File: config.mk
export PLATFORM = sky130hd
export DESIGN_NAME = instr_encoder_flat
export DESIGN_NICKNAME = d
export VERILOG_FILES = /design/src/rtl/immgen_pkg.sv /design/src/rtl/instr_encoder_if.sv /design/src/rtl/instr_pack.sv /design/src/rtl/instr_encoder.sv /design/src/flat_wrapper.sv
export SDC_FILE = /design/constraint.sdc
export NUM_CORES = 1
export LEC_CHECK = 0
export ABC_AREA = 1
export CORE_MARGIN = 4
export CORE_UTILIZATION = 24
export CTS_BUF_LIST = sky130_fd_sc_hd__clkbuf_16
export CTS_CLUSTER_DIAMETER = 40
export DETAILED_ROUTE_END_ITERATION = 10
export GPL_ROUTABILITY_DRIVEN = 0
export SYNTH_ARGS = -nofsm -noshare
export SYNTH_HDL_FRONTEND = slang
export SYNTH_SLANG_ARGS = --single-unit
export TNS_END_PERCENT = 20
File: constraint.sdc
create_clock -name clk -period 1.95 [get_ports clk]
set_clock_uncertainty 0.1 [all_clocks]
set_input_delay 0.39 -clock clk [delete_from_list [all_inputs] [get_ports clk]]
set_output_delay 0.39 -clock clk [all_outputs]
set_load 0.01 [all_outputs]
File: src/rtl/immgen_pkg.sv
// Shared immediate-format definitions for the RV32I immediate generator and
// its inverse, the instruction encoder.
//   IMM_*   : format select codes on in_sel
//   OPC_*   : base opcode constants
//   enc_req_t / enc_rsp_t : request into / result out of the field packer
//   fits_signed() : true when a 32-bit value sign-extends from bit msb
package immgen_pkg;

    localparam logic [2:0] IMM_I = 3'b000;
    localparam logic [2:0] IMM_S = 3'b001;
    localparam logic [2:0] IMM_B = 3'b010;
    localparam logic [2:0] IMM_U = 3'b011;
    localparam logic [2:0] IMM_J = 3'b100;
    localparam logic [2:0] IMM_R = 3'b101;

    localparam logic [6:0] OPC_LOAD   = 7'h03;
    localparam logic [6:0] OPC_OP_IMM = 7'h13;
    localparam logic [6:0] OPC_AUIPC  = 7'h17;
    localparam logic [6:0] OPC_STORE  = 7'h23;
    localparam logic [6:0] OPC_OP     = 7'h33;
    localparam logic [6:0] OPC_LUI    = 7'h37;
    localparam logic [6:0] OPC_BRANCH = 7'h63;
    localparam logic [6:0] OPC_JALR   = 7'h67;
    localparam logic [6:0] OPC_JAL    = 7'h6F;

    typedef struct packed {
        logic [2:0]  sel;
        logic [6:0]  opcode;
        logic [4:0]  rd;
        logic [4:0]  rs1;
        logic [4:0]  rs2;
        logic [2:0]  funct3;
        logic [6:0]  funct7;
        logic [31:0] imm;
    } enc_req_t;

    typedef struct packed {
        logic [31:0] word;
        logic        err;
    } enc_rsp_t;

    // A value fits a signed field whose sign bit is msb when every bit
    // from msb up to 31 equals bit 31.
    function automatic logic fits_signed(input logic [31:0] v, input int msb);
        logic ok;
        ok = 1'b1;
        for (int i = 0; i < 32; i++) begin
            if (i >= msb && v[i] != v[31]) ok = 1'b0;
        end
        return ok;
    endfunction

endpackage

File: src/rtl/instr_encoder_if.sv
// Loader-side request channel plus imem write port of the instruction encoder.
//   slave  : the encoder (consumes requests, drives the write port)
//   master : the loader / assembler source and imem sink
interface instr_encoder_if #(
    parameter int AW = 10
) ();
    logic          in_valid;
    logic          in_ready;
    logic [2:0]    in_sel;
    logic [6:0]    in_opcode;
    logic [4:0]    in_rd;
    logic [4:0]    in_rs1;
    logic [4:0]    in_rs2;
    logic [2:0]    in_funct3;
    logic [6:0]    in_funct7;
    logic [31:0]   in_imm;
    logic          addr_clr;
    logic          wr_en;
    logic [AW-1:0] wr_addr;
    logic [31:0]   wr_data;
    logic          err;
    logic [7:0]    err_cnt;

    modport slave (
        input  in_valid, in_sel, in_opcode, in_rd, in_rs1, in_rs2,
               in_funct3, in_funct7, in_imm, addr_clr,
        output in_ready, wr_en, wr_addr, wr_data, err, err_cnt
    );

    modport master (
        output in_valid, in_sel, in_opcode, in_rd, in_rs1, in_rs2,
               in_funct3, in_funct7, in_imm, addr_clr,
        input  in_ready, wr_en, wr_addr, wr_data, err, err_cnt
    );
endinterface

File: src/rtl/instr_pack.sv
// Combinational RV32I field packer with immediate range check.
//   req : format select, opcode, register fields, funct3/7, immediate
//   rsp : encoded word and err (immediate out of range or illegal select)
module instr_pack
    import immgen_pkg::*;
(
    input  enc_req_t req,
    output enc_rsp_t rsp
);

    always_comb begin
        rsp = '0;
        case (req.sel)
            IMM_I: begin
                rsp.word = {req.imm[11:0], req.rs1, req.funct3, req.rd, req.opcode};
                rsp.err  = !fits_signed(req.imm, 11);
            end
            IMM_S: begin
                rsp.word = {req.imm[11:5], req.rs2, req.rs1, req.funct3,
                            req.imm[4:0], req.opcode};
                rsp.err  = !fits_signed(req.imm, 11);
            end
            IMM_B: begin
                // bit 0 is implicit in branch offsets, so odd values are rejected
                rsp.word = {req.imm[12], req.imm[10:5], req.rs2, req.rs1, req.funct3,
                            req.imm[4:1], req.imm[11], req.opcode};
                rsp.err  = !fits_signed(req.imm, 12) | req.imm[0];
            end
            IMM_U: begin
                rsp.word = {req.imm[31:12], req.rd, req.opcode};
                rsp.err  = |req.imm[11:0];
            end
            IMM_J: begin
                rsp.word = {req.imm[20], req.imm[10:1], req.imm[11], req.imm[19:12],
                            req.rd, req.opcode};
                rsp.err  = !fits_signed(req.imm, 20) | req.imm[0];
            end
            IMM_R: begin
                rsp.word = {req.funct7, req.rs2, req.rs1, req.funct3, req.rd, req.opcode};
            end
            default: rsp.err = 1'b1;
        endcase
    end

endmodule

File: src/rtl/instr_encoder.sv
// RV32I instruction encoder / imem loader.
// Packs accepted requests into instruction words (stage 1), then writes good
// words to imem at an auto-incrementing word address (stage 2). Words whose
// immediate fails the range check are dropped and counted.
//   clk, rst_n : clock, asynchronous active-low reset
//   bus        : request channel, addr_clr, imem write port, err / err_cnt
module instr_encoder
    import immgen_pkg::*;
#(
    parameter int AW        = 10,
    parameter int BASE_ADDR = 0
) (
    input  logic            clk,
    input  logic            rst_n,
    instr_encoder_if.slave  bus
);

    localparam logic [AW-1:0] BASE_A = AW'(BASE_ADDR);

    enc_req_t req;
    enc_rsp_t rsp;

    // vld_pipe[1]: stage-1 holds an entry; vld_pipe[2]: stage-2 write strobe
    logic [2:1]    vld_pipe_d, vld_pipe_q;
    logic [31:0]   s1_word_d, s1_word_q;
    logic          s1_err_d, s1_err_q;
    logic [31:0]   wr_data_d, wr_data_q;
    logic [AW-1:0] wr_addr_d, wr_addr_q;
    logic          err_d, err_q;
    logic [7:0]    err_cnt_d, err_cnt_q;

    logic in_ready;
    logic s2_free;
    logic accept;
    logic s1_good;
    logic s1_bad;

    assign req = '{sel:    bus.in_sel,    opcode: bus.in_opcode,
                   rd:     bus.in_rd,     rs1:    bus.in_rs1,
                   rs2:    bus.in_rs2,    funct3: bus.in_funct3,
                   funct7: bus.in_funct7, imm:    bus.in_imm};

    instr_pack u_pack (
        .req (req),
        .rsp (rsp)
    );

    always_comb begin
        // imem writes never stall, so stage 2 always drains
        s2_free  = 1'b1;
        in_ready = !vld_pipe_q[1] | s2_free;
        accept   = bus.in_valid & in_ready;
        s1_good  = vld_pipe_q[1] & !s1_err_q;
        s1_bad   = vld_pipe_q[1] &  s1_err_q;

        vld_pipe_d = {s1_good, accept};
        s1_word_d  = accept ? rsp.word : s1_word_q;
        s1_err_d   = accept ? rsp.err  : s1_err_q;

        // errored entries leave the last written data on the port
        wr_data_d  = s1_good ? s1_word_q : wr_data_q;

        err_d      = err_q | s1_bad;
        err_cnt_d  = (s1_bad && err_cnt_q != 8'hFF) ? err_cnt_q + 8'd1 : err_cnt_q;

        // clear beats increment; a write in the same cycle still used the old address
        if (bus.addr_clr)       wr_addr_d = BASE_A;
        else if (vld_pipe_q[2]) wr_addr_d = wr_addr_q + AW'(1);
        else                    wr_addr_d = wr_addr_q;
    end

    always_ff @(posedge clk or negedge rst_n) begin
        if (!rst_n) begin
            vld_pipe_q <= '0;
            s1_word_q  <= '0;
            s1_err_q   <= 1'b0;
            wr_data_q  <= '0;
            wr_addr_q  <= BASE_A;
            err_q      <= 1'b0;
            err_cnt_q  <= '0;
        end else begin
            vld_pipe_q <= vld_pipe_d;
            s1_word_q  <= s1_word_d;
            s1_err_q   <= s1_err_d;
            wr_data_q  <= wr_data_d;
            wr_addr_q  <= wr_addr_d;
            err_q      <= err_d;
            err_cnt_q  <= err_cnt_d;
        end
    end

    assign bus.in_ready = in_ready;
    assign bus.wr_en    = vld_pipe_q[2];
    assign bus.wr_addr  = wr_addr_q;
    assign bus.wr_data  = wr_data_q;
    assign bus.err      = err_q;
    assign bus.err_cnt  = err_cnt_q;

endmodule

File: src/flat_wrapper.sv
// flat-port wrapper written by rule: the top's interface ports become plain ports
module instr_encoder_flat import immgen_pkg::*;
#(
    parameter int AW        = 10,
    parameter int BASE_ADDR = 0
)
  (clk, rst_n, bus_in_valid, bus_in_sel, bus_in_opcode, bus_in_rd, bus_in_rs1, bus_in_rs2, bus_in_funct3, bus_in_funct7, bus_in_imm, bus_addr_clr, bus_in_ready, bus_wr_en, bus_wr_addr, bus_wr_data, bus_err, bus_err_cnt);
  instr_encoder_if #(.AW(AW)) bus_i ();
  input  logic clk;
  input  logic rst_n;
  input wire logic [$bits(bus_i.in_valid)-1:0] bus_in_valid;
  input wire logic [$bits(bus_i.in_sel)-1:0] bus_in_sel;
  input wire logic [$bits(bus_i.in_opcode)-1:0] bus_in_opcode;
  input wire logic [$bits(bus_i.in_rd)-1:0] bus_in_rd;
  input wire logic [$bits(bus_i.in_rs1)-1:0] bus_in_rs1;
  input wire logic [$bits(bus_i.in_rs2)-1:0] bus_in_rs2;
  input wire logic [$bits(bus_i.in_funct3)-1:0] bus_in_funct3;
  input wire logic [$bits(bus_i.in_funct7)-1:0] bus_in_funct7;
  input wire logic [$bits(bus_i.in_imm)-1:0] bus_in_imm;
  input wire logic [$bits(bus_i.addr_clr)-1:0] bus_addr_clr;
  output wire logic [$bits(bus_i.in_ready)-1:0] bus_in_ready;
  output wire logic [$bits(bus_i.wr_en)-1:0] bus_wr_en;
  output wire logic [$bits(bus_i.wr_addr)-1:0] bus_wr_addr;
  output wire logic [$bits(bus_i.wr_data)-1:0] bus_wr_data;
  output wire logic [$bits(bus_i.err)-1:0] bus_err;
  output wire logic [$bits(bus_i.err_cnt)-1:0] bus_err_cnt;
  assign bus_i.in_valid = bus_in_valid;
  assign bus_i.in_sel = bus_in_sel;
  assign bus_i.in_opcode = bus_in_opcode;
  assign bus_i.in_rd = bus_in_rd;
  assign bus_i.in_rs1 = bus_in_rs1;
  assign bus_i.in_rs2 = bus_in_rs2;
  assign bus_i.in_funct3 = bus_in_funct3;
  assign bus_i.in_funct7 = bus_in_funct7;
  assign bus_i.in_imm = bus_in_imm;
  assign bus_i.addr_clr = bus_addr_clr;
  assign bus_in_ready = bus_i.in_ready;
  assign bus_wr_en = bus_i.wr_en;
  assign bus_wr_addr = bus_i.wr_addr;
  assign bus_wr_data = bus_i.wr_data;
  assign bus_err = bus_i.err;
  assign bus_err_cnt = bus_i.err_cnt;
  instr_encoder #(.AW(AW), .BASE_ADDR(BASE_ADDR)) u_core (.clk(clk), .rst_n(rst_n), .bus(bus_i));
endmodule
==> impl_table.tex <==
\begin{tabular}{lr}
\hline
Metric & Value \\
\hline
\multicolumn{2}{l}{\textbf{CTS}} \\
Root Buffer Master & clkbuf\_16 \\
H-tree depth reported by CTS & 3 \\
Clock transition at the registers of the reported paths & 0.06 ns \\
Clk sink count & 86 \\
Max clock buf depth & 2 \\
TritonCTS clock tree & yes \\
Clock latency at the later pin of the worst-skew pair & 0.34 ns \\
Number of buffers added by the clock tree synthesis step & 9 \\
\# Post-CTS Setup Buffers & 0 \\
\multicolumn{2}{l}{\textbf{STA}} \\
Count of final hold-check violations & 0 \\
Post-route fraction of the period consumed by the critical path & 95.2\% \\
Unrepaired setup endpoints after global routing & no \\
Final max-slew violation count & 0 \\
Achievable Freq & 539 MHz \\
Final setup violation count & 0 \\
Final worst setup slack & 0.0937 ns \\
Final critical path time including I/O delays and setup & 1.86 ns \\
\multicolumn{2}{l}{\textbf{Drt}} \\
Number of iterations in the first detailed-routing pass & 4 \\
Number of nets with antenna violations after routing & 0 \\
First-iteration detailed-routing DRC count & 176 \\
Drc violations & 0 \\
Detail-routed net length per standard cell & 13.7 um \\
WL final & 12.2 mm \\
Routed vias & 3832 \\
Routed vias/inst & 4.32 \\
\multicolumn{2}{l}{\textbf{Placement}} \\
HPWL after detailed placement & 9.57 mm \\
Count of port buffers added during placement & 122 \\
DP Worst Slack & -0.172 ns \\
\multicolumn{2}{l}{\textbf{Layout}} \\
Net total in the final layout & 735 \\
Fraction of layout cells with a size suffix above 1 & 7.80\% \\
Area growth from synthesis to final layout & 46.9\% \\
Final core occ & 36.3\% \\
\multicolumn{2}{l}{\textbf{Critical path}} \\
Top fanout value on the critical path & 7 \\
Ordered cell list for the critical path & clkdlybuf4s50\_1 \\
Max stage delay cell, worst path & clkdlybuf4s50\_1 \\
Data arrival time at the worst-slack endpoint & 1.37 ns \\
Worst path bufs/invs & 1 \\
Endpoint class of the critical path & output port \\
Startpoint type of the worst setup path & flop \\
Top Family by Delay on Critical Path & buffers and inverters \\
Setup Crit Path Kind & reg2out \\
Critical Path Max Stage Delay & 0.58 ns \\
Required arrival time at the worst endpoint & 1.46 ns \\
\multicolumn{2}{l}{\textbf{Synthesis}} \\
Area share of the largest cell type after synthesis & 52.1\% \\
Register area share after synthesis & 52.1\% \\
Synthesized cell area & 4130 um2 \\
Number of warning messages in the yosys log & 0 \\
Synthesized area per cell & 7.85 um2 \\
Post-synthesis async set-or-reset flop share & 100\% \\
Cell type with the highest aggregate area in the netlist & dfrtp\_1 \\
Synth unique cells & 30 \\
Leading register cell type out of synthesis & dfrtp\_1 \\
Post-Synthesis Cells & 526 \\
Syn nets & 599 \\
EDFF count, synth & 0 \\
Most frequent cell after synthesis & nand2\_1 \\
Most frequent cells after synthesis & nand2\_1 (157), dfrtp\_1 (86), inv\_1 (73) \\
Biggest area contributors in the synthesized netlist & dfrtp\_1 (52\%), nand2\_1 (14\%), o21ai\_0 (8.1\%), inv\_1 (6.6\%), nor2\_1 (3.3\%) \\
Register bit total from synthesis & 86 \\
\multicolumn{2}{l}{\textbf{Floorplan}} \\
Core footprint & 16700 um2 \\
Floorplan die height & 139 um \\
FP Rows & 47 \\
Starting Density & 24.7\% \\
Number of top-level design ports & 124 \\
Horizontal extent of the die & 139 um \\
Die area & 19400 um2 \\
\multicolumn{2}{l}{\textbf{Power and ir drop}} \\
Reported leakage power & 0.00276 uW \\
Clock share of power & 33.5\% \\
Portion of total power attributed to sequential cells & 41.7\% \\
Maximum VDD drop & 0.574 mV \\
Total power draw & 5450 uW \\
Power density normalized to cell area & 898 nW/um2 \\
Power share of the combinational group & 24.8\% \\
Internal power contribution & 3930 uW \\
Switch share & 28.0\% \\
Net load switching power & 1530 uW \\
\multicolumn{2}{l}{\textbf{Run status}} \\
Outcome & completed \\
\multicolumn{2}{l}{\textbf{Min path}} \\
Class of the worst hold path & in2reg \\
\multicolumn{2}{l}{\textbf{Global route}} \\
Largest net degree at the start of global routing & 50 \\
Total gr overflow & 0 \\
Number of global-route vias before repair & 3854 \\
Antenna violations before repair & 0 \\
Wire length of the first global-routing pass & 20.1 mm \\
Total routing resource utilization after global routing & 13.1\% \\
\multicolumn{2}{l}{\textbf{Flow run}} \\
Count of maximum capacitance violations & 0 \\
\hline
\end{tabular}
registers in the layout (all words and copies together) (netlist names):
signal,flops
u_core.bus.wr_data,32
u_core.bus.err_cnt,8
u_core.bus.err,1
u_core.s1_err_q,1
u_core.vld_pipe_q,2
u_core.bus.wr_addr,10
u_core.s1_word_q,32
through the flow:
step           TNS (ns)  hold slack [ns]  area, um2  std cells
5_1_grt               0            0.198       6060        887
3_5_place_dp      -2.14            0.258       5730        870
2_1_floorplan         0         -0.00559       4130        526
3_3_place_gp     -0.870            0.255       5730        870
6_report              0            0.203       6070        888
4_1_cts               0            0.181       6060        887
layout make-up:
class	count	area [um2]
Fill cell	1802	10600
Sequential cell	86	2150
Multi-Input combinational cell	345	1620
Timing Repair Buffer	140	1400
Inverter	80	300
Tap cell	220	275
Clock buffer	9	225
Clock inverter	7	88.8
Antenna cell	1	2.50
power by group through the flow:
| stage | Sequential (uW) | Combinational, uW | Clock (uW) |
|---|---|---|---|
| after detailed placement | 2300 | 1380 | 0 |
| after CTS | 2270 | 1390 | 1890 |
| after global placement | 2300 | 1370 | 0 |
| after floorplan | 2380 | 445 | 0 |
| final | 2270 | 1350 | 1830 |
| after global routing | 2320 | 1500 | 1960 |
layout by cell type (no fill, tap or decap), drive strengths merged, types with 2 or more instances in the layout:
cell type,n
a21oi,8
buf,19
bufinv,2
clkbuf,9
clkdlybuf4s50,120
clkinv,4
dfrtp,86
ha,2
inv,80
nand2,158
nand3,16
nand3b,2
nand4,4
nor2,39
nor3,11
o211ai,6
o21ai,72
o22ai,11
or2,2
xnor2,6
xor2,2
cells by family (layout without fill, tap and decap cells):
family | after synthesis | count (layout) | share of synthesized area (%)
AOI/OAI and AO/OA | 100 | 100 | 13.0
xor gates and xnor gates | 8 | 8 | 1.70
adders and majority gates | 2 | 2 | 0.606
buffers and inverters | 95 | 236 | 8.87
DFF | 86 | 86 | 52.1
muxes | 1 | 1 | 0.273
other | 1 | 2 | 0.0908
and+or+nand+nor | 233 | 233 | 23.4
worst paths after layout:
kind / endpoint / slack (ns) / depth (start not counted) / start
hold reg to reg: u_core.bus.wr_data[31] / 0.38 / 2 / u_core.bus.wr_data[31]
setup / recovery: bus_wr_addr[5] / 0.09 / 1 / u_core.bus.wr_addr[5]
hold / removal: u_core.vld_pipe_q[1] / 0.20 / 1 / bus_in_valid
max in group asynchronous: u_core.bus.err_cnt[0] / 0.73 / 3 / rst_n
setup reg to reg: u_core.bus.err_cnt[5] / 0.36 / 6 / u_core.bus.err_cnt[0]
min in group asynchronous: u_core.bus.wr_data[3] / 0.43 / 2 / rst_n
timing repair:
| item | 4_1_cts | 5_1_grt |
|---|---|---|
| resized for setup | 0 | 2 |
| hold buffers | 1 | 0 |
| endpoints found under the setup margin | 0 | 2 |
| endpoints found under the hold margin | 28 | 0 |
layer usage:
layer,GRT usage [%],share of wire [%],vias to the layer above
met5,0,0,-
met4,2.63,0.81,0
met3,4.69,7.8,9
met2,21.0,46,116
met1,17.2,46,1768
li1,-,-,1939
(Power assumes the default switching activity.)
